`config.mk`:
```
export PLATFORM = sky130hd
export DESIGN_NAME = record_packer_flat
export DESIGN_NICKNAME = d
export VERILOG_FILES = /design/src/rtl/record_packer_if.sv /design/src/rtl/record_packer.sv /design/src/flat_wrapper.sv
export SDC_FILE = /design/constraint.sdc
export NUM_CORES = 1
export LEC_CHECK = 0
export CAP_MARGIN = 40
export CORE_ASPECT_RATIO = 2
export CORE_MARGIN = 1
export CORE_UTILIZATION = 47
export DETAILED_ROUTE_END_ITERATION = 8
export PLACE_DENSITY = 0.75
export RECOVER_POWER = 25
export SETUP_SLACK_MARGIN = 0.15
export SKIP_CTS_REPAIR_TIMING = 1
export SYNTH_ARGS = -nofsm -noshare
export SYNTH_HDL_FRONTEND = slang
export SYNTH_SLANG_ARGS = --single-unit
```
`constraint.sdc`:
```
create_clock -name clk -period 2.7 [get_ports clk]
set_clock_uncertainty 0.2 [all_clocks]
set_input_delay 0.27 -clock clk [delete_from_list [all_inputs] [get_ports clk]]
set_output_delay 0.27 -clock clk [all_outputs]
set_load 0.1 [all_outputs]
```
`src/rtl/record_packer_if.sv`:
```
`default_nettype none
// ============================================================================
//  Module      : record_packer_if
//  Description : Field-beat input stream and packed-record output bundle for
//                record_packer.
//                slave  - packer side: consumes beats, produces records
//                master - producer/consumer side (stimulus, upstream logic)
//  Signals     : in_valid/in_ready/in_data/in_last/in_mode  field beat stream
//                out_valid/out_ready/out_record/out_mode/out_count  record out
//                err_long  one-cycle overlong-record pulse
//  Revision    : 1.0  initial release
// ============================================================================
interface record_packer_if #(
    parameter int FIELD_W    = 8,
    parameter int NUM_FIELDS = 4,
    parameter int MODE_W     = 3
);
    localparam int CNT_W = $clog2(NUM_FIELDS + 1);

    logic                          in_valid;
    logic                          in_ready;
    logic [FIELD_W-1:0]            in_data;
    logic                          in_last;
    logic [MODE_W-1:0]             in_mode;
    logic                          out_valid;
    logic                          out_ready;
    logic [NUM_FIELDS*FIELD_W-1:0] out_record;
    logic [MODE_W-1:0]             out_mode;
    logic [CNT_W-1:0]              out_count;
    logic                          err_long;

    modport slave (
        input  in_valid, in_data, in_last, in_mode, out_ready,
        output in_ready, out_valid, out_record, out_mode, out_count, err_long
    );

    modport master (
        output in_valid, in_data, in_last, in_mode, out_ready,
        input  in_ready, out_valid, out_record, out_mode, out_count, err_long
    );
endinterface
`default_nettype wire

```
`src/rtl/record_packer.sv`:
```
`default_nettype none
// ============================================================================
//  Module      : record_packer
//  Description : Collects up to NUM_FIELDS field beats into one packed record.
//                Field i lands at out_record[i*FIELD_W +: FIELD_W]; fields
//                not written by a short record read as zero. A record that
//                reaches NUM_FIELDS beats without in_last is closed early;
//                the remaining beats up to in_last are discarded and err_long
//                pulses once for the first discarded beat.
//  Ports       : clk, rst (synchronous, active-high)
//                bus (record_packer_if.slave) beat input / record output
//  Revision    : 1.0  initial release
// ============================================================================
module record_packer #(
    parameter int FIELD_W    = 8,
    parameter int NUM_FIELDS = 4,
    parameter int MODE_W     = 3
) (
    input  wire logic      clk,
    input  wire logic      rst,
    record_packer_if.slave bus
);

    localparam int CNT_W = $clog2(NUM_FIELDS + 1);
    localparam int REC_W = NUM_FIELDS * FIELD_W;

    typedef enum logic [1:0] {
        IDLE  = 2'd0,
        FILL  = 2'd1,
        OUT   = 2'd2,
        DRAIN = 2'd3
    } state_t;

    state_t             r_state;
    logic [REC_W-1:0]   r_buf;
    logic [CNT_W-1:0]   r_count;
    logic [MODE_W-1:0]  r_mode;
    // Set when the record was cut at the field limit without in_last; the
    // first beat accepted in DRAIN consumes it and raises err_long.
    logic               r_drain_pending;
    logic               r_out_valid;
    logic [REC_W-1:0]   r_out_record;
    logic [MODE_W-1:0]  r_out_mode;
    logic [CNT_W-1:0]   r_out_count;
    logic               r_err_long;

    logic               w_in_ready;
    logic               w_in_fire;
    logic               w_first;
    logic [CNT_W-1:0]   w_idx;
    logic [CNT_W-1:0]   w_cnt_next;
    logic               w_close;
    logic [MODE_W-1:0]  w_mode_next;
    logic [REC_W-1:0]   w_buf_next;

    assign w_in_ready  = !rst && (r_state != OUT);
    assign w_in_fire   = bus.in_valid && w_in_ready;
    assign w_first     = (r_state == IDLE);
    assign w_idx       = w_first ? '0 : r_count;
    assign w_cnt_next  = w_idx + CNT_W'(1);
    assign w_close     = bus.in_last || (w_cnt_next == CNT_W'(NUM_FIELDS));
    assign w_mode_next = w_first ? bus.in_mode : r_mode;

    // Assembly buffer including the current beat; the first beat of a record
    // starts from zero so short records never carry stale fields. The closing
    // beat is folded in here so the output register loads in the same edge.
    always_comb begin
        w_buf_next = w_first ? '0 : r_buf;
        for (int i = 0; i < NUM_FIELDS; i++) begin
            if (w_idx == CNT_W'(i)) begin
                w_buf_next[i*FIELD_W +: FIELD_W] = bus.in_data;
            end
        end
    end

    always_ff @(posedge clk) begin
        if (rst) begin
            r_state         <= IDLE;
            r_buf           <= '0;
            r_count         <= '0;
            r_mode          <= '0;
            r_drain_pending <= 1'b0;
            r_out_valid     <= 1'b0;
            r_out_record    <= '0;
            r_out_mode      <= '0;
            r_out_count     <= '0;
            r_err_long      <= 1'b0;
        end else begin
            r_err_long <= 1'b0;
            case (r_state)
                IDLE, FILL: begin
                    if (w_in_fire) begin
                        r_buf   <= w_buf_next;
                        r_count <= w_cnt_next;
                        r_mode  <= w_mode_next;
                        if (w_close) begin
                            r_state         <= OUT;
                            r_out_valid     <= 1'b1;
                            r_out_record    <= w_buf_next;
                            r_out_mode      <= w_mode_next;
                            r_out_count     <= w_cnt_next;
                            r_drain_pending <= !bus.in_last;
                        end else begin
                            r_state <= FILL;
                        end
                    end
                end
                OUT: begin
                    if (bus.out_ready) begin
                        r_out_valid <= 1'b0;
                        r_state     <= r_drain_pending ? DRAIN : IDLE;
                    end
                end
                DRAIN: begin
                    if (w_in_fire) begin
                        if (r_drain_pending) begin
                            r_err_long      <= 1'b1;
                            r_drain_pending <= 1'b0;
                        end
                        if (bus.in_last) begin
                            r_state <= IDLE;
                        end
                    end
                end
                default: r_state <= IDLE;
            endcase
        end
    end

    assign bus.in_ready   = w_in_ready;
    assign bus.out_valid  = r_out_valid;
    assign bus.out_record = r_out_record;
    assign bus.out_mode   = r_out_mode;
    assign bus.out_count  = r_out_count;
    assign bus.err_long   = r_err_long;

endmodule
`default_nettype wire

```
`src/flat_wrapper.sv`:
```
// flat-port wrapper written by rule: the top's interface ports become plain ports
module record_packer_flat 
#(
    parameter int FIELD_W    = 8,
    parameter int NUM_FIELDS = 4,
    parameter int MODE_W     = 3
)
  (clk, rst, bus_in_valid, bus_in_data, bus_in_last, bus_in_mode, bus_out_ready, bus_in_ready, bus_out_valid, bus_out_record, bus_out_mode, bus_out_count, bus_err_long);
  record_packer_if #(.FIELD_W(FIELD_W), .NUM_FIELDS(NUM_FIELDS), .MODE_W(MODE_W)) bus_i ();
  input  wire logic clk;
  input  wire logic rst;
  input wire logic [$bits(bus_i.in_valid)-1:0] bus_in_valid;
  input wire logic [$bits(bus_i.in_data)-1:0] bus_in_data;
  input wire logic [$bits(bus_i.in_last)-1:0] bus_in_last;
  input wire logic [$bits(bus_i.in_mode)-1:0] bus_in_mode;
  input wire logic [$bits(bus_i.out_ready)-1:0] bus_out_ready;
  output wire logic [$bits(bus_i.in_ready)-1:0] bus_in_ready;
  output wire logic [$bits(bus_i.out_valid)-1:0] bus_out_valid;
  output wire logic [$bits(bus_i.out_record)-1:0] bus_out_record;
  output wire logic [$bits(bus_i.out_mode)-1:0] bus_out_mode;
  output wire logic [$bits(bus_i.out_count)-1:0] bus_out_count;
  output wire logic [$bits(bus_i.err_long)-1:0] bus_err_long;
  assign bus_i.in_valid = bus_in_valid;
  assign bus_i.in_data = bus_in_data;
  assign bus_i.in_last = bus_in_last;
  assign bus_i.in_mode = bus_in_mode;
  assign bus_i.out_ready = bus_out_ready;
  assign bus_in_ready = bus_i.in_ready;
  assign bus_out_valid = bus_i.out_valid;
  assign bus_out_record = bus_i.out_record;
  assign bus_out_mode = bus_i.out_mode;
  assign bus_out_count = bus_i.out_count;
  assign bus_err_long = bus_i.err_long;
  record_packer #(.FIELD_W(FIELD_W), .NUM_FIELDS(NUM_FIELDS), .MODE_W(MODE_W)) u_core (.clk(clk), .rst(rst), .bus(bus_i));
endmodule
```
==> results.cfg, run 1 <==
[sta]
setup_viol = 0
period_share = 0.915
tns_ps = 0
slew_violations = 0
report.final.hold_viol_count = 0
slew_headroom = 0.224
fin_crit_ps = 2470
worst_hold_slack_ps = 96.7
max_freq_mhz = 405
rsz0062_at_grt = true
worstMarginPinSlew_ps = 1170
setup_slack_ps = 230

[grt]
grt_util_all_layers = 0.241
grtUsageMet2 = 0.409
grt_util_met1 = 0.272
grt-busiest-layer = met2
grt_pass1_vias = 2788
grt_antenna_before_repair = 0
grt_use_met3 = 0.0545
grt-ovfl-total = 0
grt_pass1_wl_um = 13100
grt_max_degree = 51

[logic_synthesis]
ys_seq_area_frac = 0.493
ys_seq_elements = 81
synth_area_leaders = dfxtp_1 (49%), a221oi_1 (7.7%), nor2_1 (7.1%), a211oi_1 (5.9%), a22o_1 (5.3%)
yosysWarnings = 0
syn_inst = 357
synthesis.area_mm2 = 0.00329
avgSynthCellArea_um2 = 9.22
synthArstFlopShare = 0
ys_types = 33
synthDominantCellAreaShare = 0.493
syn_nets = 379
synthFlopType = dfxtp_1
synth_area_leader_cell = dfxtp_1
synth_edf_count = 0

[worst_setup_path]
required_ps = 2740
cp.buffers_inverters = 1
ff2ff_setup_slack_ps = 230
crit_type = reg -> reg
critPathTopFamily = simple AND/OR/NAND/NOR gates
endpoint_kind = flip-flop
path_cells = or2_2, and2_4, ha_1, ha_4, nor2b_4, o21a_2, buf_12, nor2_1, a311oi_1
cpMaxStageDelayCell = or2_2
cpPeakStageDelay_ps = 330
cp_max_fo = 25
critical_path_arrival_ps = 2510
crit_path_start_kind = flip-flop

[detailed_routing]
drtPass1Iterations = 4
drtIter0Drc = 153
wirelength_um = 8300
drc_errors = 0
routedWlPerCell_um = 16.7
ant_nets = 0
viasPerCell = 5.92
num_vias = 2942

[flow_run]
maxCapViolCount = 0

[cells_and_area]
final_layout_size_suffix_gt1_frac = 0.125
mostFrequentLayoutCell = dfxtp_1
nFillCells = 607
syn_to_final_growth_pct = 23.5
diodes = 0
final_cell_mix = dfxtp_1 (80), nor2_1 (62), nor3_1 (30), clkbuf_1 (30), a221oi_1 (29)
nNetsFinal = 426

[pwr]
swShare = 0.295
p_comb_frac = 0.177
p_leak_nw = 1.48
power_density_mw_per_mm2 = 753
ir_drop_uv = 454
seq_power_share = 0.421
power.share.clock = 0.402
p_switching_uw = 903
p_int_mw = 2.16

[place]
post-place-ws_ps = 207
post-dp-hpwl_um = 5480
port_buffers = 56
place_congestion = 0.775

[clock_network]
numCtsBuffers = 9
cts.sinks = 81
worstSkewPairLatency_ps = 340
htree_levels = 3
cts_buffer_depth = 2
cts.clk_slew.worst_paths_ps = 60
cts_tree = yes
cts_root_buffer = clkbuf_16

[die]
row_count = 42
die_h_um = 120
dieArea_mm2 = 0.00736
core_mm2 = 0.00667
ios = 57
die_w_um = 61.2
start_util = 0.493

[status]
status = complete, no violations

[worst_hold_path]
hp-class = in -> reg
## registers in the layout, summed over array words and instances (netlist names)
name,flops
u_core.bus.err_long,1
u_core.bus.out_valid,1
u_core.r_state,2
u_core.bus.out_record,32
u_core.r_buf,32
u_core.bus.out_mode,3
u_core.r_drain_pending,1
u_core.r_count,3
u_core.r_mode,3
u_core.bus.out_count,3
## through the flow
stage,utilization,instance area [µm²],total power [mW],cells
2_1_floorplan,-,3310,1.72,357
3_3_place_gp,0.574,3830,1.85,480
3_5_place_dp,0.574,3830,1.86,480
4_1_cts,0.620,4140,3.09,496
5_1_grt,0.609,4060,3.17,497
6_report,0.609,4060,3.06,497
## power groups by stage
stage	sequential [mW]	combinational (mW)	clock, mW
floorplan	1.50	0.214	0
finish	1.29	0.541	1.23
CTS	1.29	0.550	1.25
global placement	1.31	0.542	0
global route	1.29	0.576	1.30
detailed placement	1.31	0.548	0
## metal layers
metal | wire (µm) | part of all wire
met5 | 0 | 0
met4 | 249 | 0.030
met3 | 339 | 0.041
met2 | 4450 | 0.54
met1 | 3260 | 0.39
## final timing paths
kind,start,to,cells past startpoint
setup / recovery,u_core.r_state[1],u_core.bus.out_mode[2],9
hold / removal,rst,u_core.bus.out_mode[0],2
setup reg to reg,u_core.r_state[1],u_core.bus.out_mode[2],9
hold reg to reg,u_core.bus.out_count[1],u_core.bus.out_count[1],2
## cells by family (layout without fill, tap and decap cells)
kind of cell,count (synthesis),after routing,synth area share
adders and majority gates,6,6,0.0228
and+or+nand+nor,130,130,0.191
DFF,81,81,0.493
AOI/OAI and AO/OA,107,107,0.248
buffers and inverters,33,85,0.0449
## synthesized netlist by cell type, types with 2 or more instances
master and number:
a211oi_1 26, a21oi_1 19, a21oi_2 2, a221oi_1 29, a22o_1 20, a22oi_1 2
and2_1 8, buf_2 10, buf_4 3, clkbuf_1 17, dfxtp_1 81, ha_1 6
inv_1 3, nand2_1 7, nand2b_1 6, nand3_1 2, nor2_1 62, nor2b_1 2
nor3_1 30, nor3b_1 8, o21ai_0 2
## layout make-up
class	count	area (µm²)	share of cell area
tap	88	110	0.0271
sequential	81	1620	0.399
timing repair buffer	66	462	0.114
clock buffer	12	256	0.0631
multi-input combinational	243	1550	0.381
clock inverter	4	51.3	0.0126
inverter	3	11.3	0.00277
## worst reg2reg max path: cells and delay by family, from the launching register on
kind,cells,cell delay (ps)
AO/OA/AOI/OAI,2,440
adder cells (fa/ha/maj),2,470
buffers and inverters,1,190
flip-flops,1,320
AND/OR/NAND/NOR,4,750
Note: power is estimated with default switching activity, not from simulation.
==> inputs of run 2 (changes only) <==
Settings changed: CELL_PAD_IN_SITES_DETAIL_PLACEMENT set to 0, CELL_PAD_IN_SITES_GLOBAL_PLACEMENT set to 2, CORE_UTILIZATION 47 to 29, GPL_TIMING_DRIVEN set to 0, PLACE_DENSITY 0.75 to 0.8.
==> results.cfg, run 2 (synthesis results as in run 1) <==
[sta]
period_share = 0.924
fin_crit_ps = 2490
worst_hold_slack_ps = 236
rsz0062_at_grt = true
slew_headroom = 0.345
slew_violations = 0
report.final.hold_viol_count = 0
max_freq_mhz = 401
worstMarginPinSlew_ps = 981
setup_viol = 0
tns_ps = 0

[worst_setup_path]
ff2ff_setup_slack_ps = 220
critPathTopFamily = buffers and inverters
rr_startpoint = u_core.r_state[1]
critical_path_arrival_ps = 2020
r2r-end = u_core.bus.out_record[19]
path_cells = clkdlybuf4s50_1, buf_4, clkbuf_4, nor2_1, clkdlybuf4s50_1, buf_12
cpPeakStageDelay_ps = 540
crit_type = in -> out
cp_common_cell = clkdlybuf4s50_1
cpMaxStageDelayCell = clkdlybuf4s50_1
required_ps = 2230
crit_path_start_kind = input port
cp.buffers_inverters = 5
cp_max_fo = 10
endpoint_kind = primary output
reg2reg_depth = 10

[cells_and_area]
fin_util = 0.473
syn_to_final_growth_pct = 57.5
nNetsFinal = 497
final_cell_mix = dfxtp_1 (79), nor2_1 (62), clkdlybuf4s50_1 (54), nor3_1 (30), dlymetal6s2s_1 (29)
mostFrequentLayoutCell = dfxtp_1
nFillCells = 1104
diodes = 0
final_layout_size_suffix_gt1_frac = 0.192

[pwr]
p_switching_uw = 959
power_density_mw_per_mm2 = 604
ir_drop_uv = 308
p_leak_nw = 2.38
seq_power_share = 0.413
p_int_mw = 2.17
swShare = 0.307
total_power_mw = 3.13
power.share.clock = 0.369
p_comb_frac = 0.218

[die]
row_count = 54
ios = 57
dieArea_mm2 = 0.0118
die_w_um = 77.3
start_util = 0.301
core_mm2 = 0.0109
die_h_um = 153

[detailed_routing]
wirelength_um = 10100
routedWlPerCell_um = 16.3
ant_nets = 0
drtPass1Iterations = 4
num_vias = 3162
drtIter0Drc = 131
viasPerCell = 5.10
drc_errors = 0

[place]
post-dp-hpwl_um = 7230
port_buffers = 55
place_congestion = 0.820

[clock_network]
numCtsBuffers = 9
cts.sinks = 81
cts_root_buffer = clkbuf_16
cts_buffer_depth = 2
htree_levels = 3
cts.clk_slew.worst_paths_ps = 60
worstSkewPairLatency_ps = 330
cts_tree = yes

[worst_hold_path]
hp-start = bus_in_last
hold_depth = 4
hp-class = in -> reg
min_to = u_core.bus.out_count[2]

[status]
status = complete, no violations

[flow_run]
maxCapViolCount = 0

[grt]
grt_util_all_layers = 0.170
grt_pass1_vias = 3070
grt-ovfl-total = 0
grt_antenna_before_repair = 0
grt_pass1_wl_um = 15300
grt_max_degree = 14
run 2: layer usage:
metal / global-route usage / routed length, µm / share of wire
met4: 0.0809 / 212 / 0.021
met1: 0.188 / 4060 / 0.40
met3: 0.0335 / 298 / 0.030
met2: 0.303 / 5500 / 0.55
met5: 0 / 0 / 0
run 2: worst reg2reg max path, stage by stage (launching register included):
cell	delay, ps
dfxtp_4	350
buf_6	130
or2_4	240
and2_4	170
ha_4	170
ha_4	250
nor2b_4	180
o21ai_4	150
clkbuf_16	210
a221oi_2	230
nor3_1	70
run 2: worst max-delay path by stage:
stage               depth (start not counted)                   endpoint  slack (ps)               from
finish                                      6               bus_in_ready         210                rst
global route                               10  u_core.bus.out_record[17]         140  u_core.r_state[1]
CTS                                        10  u_core.bus.out_record[19]        -420  u_core.r_state[0]
detailed placement                         10  u_core.bus.out_record[19]        -400  u_core.r_state[0]
global placement                            5               bus_in_ready        -710                rst
floorplan                                  10  u_core.bus.out_record[11]         170  u_core.r_state[1]
run 2: power by group through the flow:
| stage | Combinational (mW) | Clock, mW | Sequential (mW) |
|---|---|---|---|
| finish | 0.683 | 1.15 | 1.29 |
| global route | 0.723 | 1.23 | 1.30 |
| CTS | 0.663 | 1.18 | 1.29 |
| detailed placement | 0.661 | 0 | 1.32 |
| global placement | 0.565 | 0 | 1.31 |
| floorplan | 0.214 | 0 | 1.50 |
run 2: layout make-up:
type,instances,area [µm²],share of cell area
multi-input cells,243,1690,0.327
well taps,140,175,0.0338
repair buffers,108,1210,0.234
clock buffers,12,256,0.0495
flip-flops and latches,81,1630,0.314
clock inverters,4,27.5,0.00531
plain buffers,29,181,0.0350
inverters,3,11.3,0.00217
run 2: metrics by stage:
step | cells | worst slack (ps) | area (µm²)
after CTS | 609 | -423 | 4940
after global placement | 552 | -706 | 4040
after global routing | 620 | 137 | 5180
after detailed placement | 593 | -403 | 4650
after floorplan | 357 | 166 | 3310
final | 620 | 206 | 5180
